<file path="config.mk">
export PLATFORM = sky130hd
export DESIGN_NAME = seg_disp_scheduler
export DESIGN_NICKNAME = d
export VERILOG_FILES = /design/src/rtl/seg_disp_pkg.sv /design/src/rtl/disp_blink_gen.sv /design/src/rtl/seg_disp_scheduler.sv
export SDC_FILE = /design/constraint.sdc
export NUM_CORES = 1
export LEC_CHECK = 0
export ABC_CLOCK_PERIOD_IN_PS = 4200
export CAP_MARGIN = 20
export CORE_MARGIN = 1.5
export CORE_UTILIZATION = 35
export CTS_BUF_LIST = sky130_fd_sc_hd__clkbuf_2 sky130_fd_sc_hd__clkbuf_4 sky130_fd_sc_hd__clkbuf_8
export CTS_CLUSTER_DIAMETER = 40
export DETAILED_ROUTE_END_ITERATION = 10
export DONT_BUFFER_PORTS = 1
export SLEW_MARGIN = 15
export SYNTH_ARGS = -nofsm -noshare
export SYNTH_HDL_FRONTEND = slang
export SYNTH_HIERARCHICAL = 1
export SYNTH_SLANG_ARGS = --single-unit
</file>
<file path="constraint.sdc">
create_clock -name clk -period 4.2 [get_ports clk]
set_input_delay 1.05 -clock clk [delete_from_list [all_inputs] [get_ports clk]]
set_output_delay 1.05 -clock clk [all_outputs]
set_load 0.03 [all_outputs]
</file>
<file path="src/rtl/seg_disp_pkg.sv">
// Shared encodings for the seven-segment display scheduler.
package seg_disp_pkg;

    localparam logic [1:0] ST_IDLE  = 2'd0;
    localparam logic [1:0] ST_MSG   = 2'd1;
    localparam logic [1:0] ST_ALARM = 2'd2;

    localparam logic [1:0] SRC_BG    = 2'd0;
    localparam logic [1:0] SRC_MSG   = 2'd1;
    localparam logic [1:0] SRC_ALARM = 2'd2;

    localparam logic [7:0] ALL_ON = 8'hFF;

endpackage

</file>
<file path="src/rtl/disp_blink_gen.sv">
// Blink phase generator; phase_on is the phase for the cycle being registered this edge.
module disp_blink_gen #(
    parameter int unsigned BLINK_CNT = 25_000_000,
    parameter int unsigned CNT_W     = 32
) (
    input  logic clk,
    input  logic rst_n,
    input  logic restart,
    output logic phase_on
);

    localparam logic [CNT_W-1:0] BLINK_LAST = CNT_W'(BLINK_CNT - 1);

    logic [CNT_W-1:0] cnt_q, cnt_d;
    logic             phase_q, phase_d;

    always_comb begin
        cnt_d   = cnt_q + 1'b1;
        phase_d = phase_q;
        if (restart) begin
            cnt_d   = '0;
            phase_d = 1'b1;
        end else if (cnt_q == BLINK_LAST) begin
            cnt_d   = '0;
            phase_d = ~phase_q;
        end
    end

    assign phase_on = phase_d;

    always_ff @(posedge clk or negedge rst_n) begin
        if (!rst_n) begin
            cnt_q   <= '0;
            phase_q <= 1'b1;
        end else begin
            cnt_q   <= cnt_d;
            phase_q <= phase_d;
        end
    end

endmodule

</file>
<file path="src/rtl/seg_disp_scheduler.sv">
// Arbitrates background, timed message and alarm content for the 8-digit display driver.
module seg_disp_scheduler
    import seg_disp_pkg::*;
#(
    parameter int unsigned HOLD_CNT  = 100_000_000,
    parameter int unsigned BLINK_CNT = 25_000_000,
    parameter int unsigned CNT_W     = 32
) (
    input  logic        clk,
    input  logic        rst_n,
    input  logic [31:0] bg_data,
    input  logic [7:0]  bg_able,
    input  logic        msg_req,
    input  logic [31:0] msg_data,
    input  logic [7:0]  msg_able,
    input  logic        msg_blink,
    output logic        msg_ack,
    output logic        msg_busy,
    input  logic        alarm,
    input  logic [31:0] alarm_data,
    output logic [31:0] dispdata,
    output logic [7:0]  seg_able,
    output logic [1:0]  src
);

    localparam logic [CNT_W-1:0] HOLD_LAST = CNT_W'(HOLD_CNT - 1);

    logic [1:0]       state_q, state_d;
    logic [CNT_W-1:0] hold_q, hold_d;
    logic             busy_q, busy_d;
    logic [31:0]      mdata_q, mdata_d;
    logic [7:0]       mable_q, mable_d;
    logic             mblink_q, mblink_d;
    logic [31:0]      disp_q, disp_d;
    logic [7:0]       able_q, able_d;
    logic [1:0]       src_q, src_d;
    logic             ack_q;
    logic             restart;
    logic             phase_on;

    // hold_q is the index of the message cycle on display; leaving MSG for ALARM
    // counts the cycle just shown so the resume picks up at the next index.
    always_comb begin
        state_d  = state_q;
        hold_d   = hold_q;
        busy_d   = busy_q;
        mdata_d  = mdata_q;
        mable_d  = mable_q;
        mblink_d = mblink_q;
        if (msg_req) begin
            mdata_d  = msg_data;
            mable_d  = msg_able;
            mblink_d = msg_blink;
            hold_d   = '0;
            busy_d   = 1'b1;
        end
        if (alarm) state_d = ST_ALARM;
        case (state_q)
            ST_IDLE: begin
                if (!alarm && msg_req) state_d = ST_MSG;
            end
            ST_MSG: begin
                if (!msg_req) begin
                    if (hold_q == HOLD_LAST) begin
                        busy_d = 1'b0;
                        if (!alarm) state_d = ST_IDLE;
                    end else begin
                        hold_d = hold_q + 1'b1;
                    end
                end
            end
            ST_ALARM: begin
                if (!alarm) state_d = busy_d ? ST_MSG : ST_IDLE;
            end
            default: state_d = ST_IDLE;
        endcase
    end

    assign restart = (state_d != state_q) && (state_d == ST_MSG || state_d == ST_ALARM);

    disp_blink_gen #(
        .BLINK_CNT (BLINK_CNT),
        .CNT_W     (CNT_W)
    ) u_blink (
        .clk      (clk),
        .rst_n    (rst_n),
        .restart  (restart),
        .phase_on (phase_on)
    );

    always_comb begin
        disp_d = bg_data;
        able_d = bg_able;
        src_d  = SRC_BG;
        case (state_d)
            ST_MSG: begin
                disp_d = mdata_d;
                able_d = (mblink_d && !phase_on) ? '0 : mable_d;
                src_d  = SRC_MSG;
            end
            ST_ALARM: begin
                disp_d = alarm_data;
                able_d = phase_on ? ALL_ON : '0;
                src_d  = SRC_ALARM;
            end
            default: ;
        endcase
    end

    always_ff @(posedge clk or negedge rst_n) begin
        if (!rst_n) begin
            state_q  <= ST_IDLE;
            hold_q   <= '0;
            busy_q   <= 1'b0;
            mdata_q  <= '0;
            mable_q  <= '0;
            mblink_q <= 1'b0;
            disp_q   <= '0;
            able_q   <= '0;
            src_q    <= SRC_BG;
            ack_q    <= 1'b0;
        end else begin
            state_q  <= state_d;
            hold_q   <= hold_d;
            busy_q   <= busy_d;
            mdata_q  <= mdata_d;
            mable_q  <= mable_d;
            mblink_q <= mblink_d;
            disp_q   <= disp_d;
            able_q   <= able_d;
            src_q    <= src_d;
            ack_q    <= msg_req;
        end
    end

    assign dispdata = disp_q;
    assign seg_able = able_q;
    assign src      = src_q;
    assign msg_ack  = ack_q;
    assign msg_busy = busy_q;

endmodule

</file>
==> flow_summary.yaml <==
status:
  status: "finished clean"
yosys:
  synth-seq-cells: 152
  ys_seq_area_frac: 0.540
  synth_cells: 677
  synth.distinct_cells: 53
  synth_most_common_cell: "dfrtp_1"
  synthFlopType: "dfrtp_1"
  async_flop_share: 1.00
  syn_nets: 799
  yosys-top-cells-area: "dfrtp_1 54%, mux2_2 6.6%, a22oi_1 3.4%"
  yosysWarnings: 6
  yosysTopAreaCellShare: 0.536
  synth_area_per_cell_um2: 10.4
  synth-edff-count: 0
  synth_top_area_cell: "dfrtp_1"
  netlist_area_mm2: 0.00705
  synth_common_cells: "151 x dfrtp_1, 61 x nand2_1, 52 x nor2_1"
cts:
  insertion_delay_ps: 450
  cts_buffers: 17
  cts_tree: "built"
  post_cts_buffers: 0
  cts-root-buf: "clkbuf_8"
  htree_num_levels: 4
  cts.sinks: 152
  clk_pin_slew_ps: 90
  clockBufferDepth: 2
  ctsResizeCount: 0
  hold_buffers: 0
critical_path:
  cpPeakStageDelay_ps: 540
  path_max_fanout: 8
  crit_path_end_kind: "register"
  crit_type: "register to register"
  rrSetupSlack_ps: 500
  startpoint: "hold_q[0]$_DFF_PN0_"
  reg2reg_depth: 14
  worstSetupStartpointType: "register"
  r2r_start: "hold_q[0]$_DFF_PN0_"
  critPathRequiredTime_ps: 4580
  worst_path_most_repeated_cell: "a21oi_1"
  crit_slowest_cell: "or4_1"
  critPathArrivalTime_ps: 4080
  r2r-end: "seg_able[6]$_DFF_PN0_"
  cp_cell_sequence: "ha_1 > nand4_1 > or4_1 > o21a_1 > a21oi_1 > or2_1 > ha_2 > a311oi_1 > buf_4 > or3_1 > inv_1 > a21boi_1 > a21oi_1 > a21oi_1"
global_routing:
  antenna_found_initial: 0
  grt_remaining_overflow: 0
  grt_first_pass_wirelength_um: 26600
  grt.total_usage: 0.163
  grt_max_degree: 153
  first_global_vias: 5327
pwr:
  p_int_w: 0.00214
  pwr-share-seq: 0.580
  comb_power_share: 0.087
  ir_worst_vdd_mv: 0.218
  switchingPower_w: 0.000950
  clkPwrFrac: 0.332
  power.density_mw_per_mm2: 405
  swShare: 0.307
  p_leak_nw: 3.04
final_layout:
  area_growth_pct: 8.40
  post-route-util: 0.390
  seq_area_mm2: 0.00380
  fin_nets: 788
  multi_input_area_mm2: 0.00303
  drive_gt1_frac: 0.130
  fillers: 1899
  fin_area_mm2: 0.00764
  antenna_cells: 0
route:
  wl_per_cell_um: 17.3
  ant_nets: 0
  drt-total-wl_um: 16300
  routed_via_density: 5.55
  drt_iter0_markers: 417
  drt_first_pass_iters: 5
  drc_errors: 0
  num_vias: 5240
floorplan:
  die_h_um: 145
  start_util: 0.360
  core_mm2: 0.0196
  dieArea_mm2: 0.0210
  die_w_um: 145
  fp-row-count: 51
  ioPinCount: 161
sta:
  final.min_clock_period_ps: 3700
  fin_setup_tns_ps: 0
  slew-limit-headroom: 0.412
  fin_crit_sh: 0.881
  hold_ws_ps: 305
  final-setup-viol-count: 0
  rsz0062_at_grt: "no"
  maxSlewViolCount: 0
  setup_ws_ps: 499
  clock_skew_ps: 18.2
  tightest_slew_ps: 875
  fmax_ghz: 0.270
  hold_viol: 0
placed_design:
  place_area_mm2: 0.00726
  place_congestion: 0.824
  pre_cts_slack_ps: 519
  dp_hpwl_um: 11100
  port_buffers: 0
flow_run:
  cap_violations: 0
worst_hold_path:
  holdCritPathClass: "input port to asynchronous set/reset pin"
## how the worst max path moves through the flow
stage                     slack [ps]                    end  depth (start not counted)
after floorplan                  300  seg_able[6]$_DFF_PN0_                         14
after global placement           700  seg_able[6]$_DFF_PN0_                         14
after detailed placement         520  seg_able[6]$_DFF_PN0_                         14
after CTS                        510  seg_able[6]$_DFF_PN0_                         14
after global routing             250  seg_able[7]$_DFF_PN0_                         14
final                            500  seg_able[6]$_DFF_PN0_                         14
## metal layers
metal,wire length [um],vias up,global-route usage
met5,0,-,0
met4,241,0,0.0579
met3,1420,14,0.0619
met2,7850,209,0.257
met1,6830,2591,0.203
li1,-,2426,-
## cells by family after synthesis
family                   synth area share
AND/OR/NAND/NOR                     0.187
flip-flops                          0.540
AO/OA/AOI/OAI                       0.122
buffers and inverters              0.0307
multiplexers                       0.0716
XOR/XNOR                           0.0398
adder cells (fa/ha/maj)           0.00888
## worst max-delay path, delay by kind of cell, from the launching register on
kind                     cells  cell delay, ps
AO/OA/AOI/OAI                6            1440
flip-flops                   1             420
buffers and inverters        2             240
AND/OR/NAND/NOR              4             990
adder cells (fa/ha/maj)      2             540
## per-stage QoR
step                      instances  power (W)
after CTS                       944    0.00313
after floorplan                 677    0.00203
after global routing            944    0.00325
after detailed placement        912    0.00210
final                           944    0.00309
after global placement          912    0.00208
## flip-flops by register name, indices dropped and copies added, names as in the netlist
name	cells
dispdata	32
hold_q	32
mdata_q	32
u_blink/cnt_q	32
mable_q	8
seg_able	8
src	2
state_q	2
mblink_q	1
msg_ack	1
msg_busy	1
u_blink/phase_q	1
## cell type report
class	count	share of cell area
tap	265	0.0434
clock inverter	13	0.0144
inverter	21	0.0103
clock buffer	19	0.0334
multi-input combinational	471	0.397
sequential	152	0.498
timing repair buffer	3	0.00295
## power by group through the flow
stage | clock (W) | combinational [W] | sequential [W]
floorplan | 0 | 0.000227 | 0.00180
global placement | 0 | 0.000256 | 0.00183
detailed placement | 0 | 0.000272 | 0.00182
CTS | 0.00106 | 0.000270 | 0.00180
global route | 0.00113 | 0.000306 | 0.00181
finish | 0.00103 | 0.000270 | 0.00180
## placed cells by master (no fill, tap or decap), types with 21 or more instances in the layout
master and count:
mux2_2 41, dfrtp_1 151, inv_1 21, nor2_1 52, nand4_1 23, a21oi_1 40
o21ai_0 45, a22oi_1 32, xnor2_1 23, nand2_1 61
(Power assumes the default switching activity.)
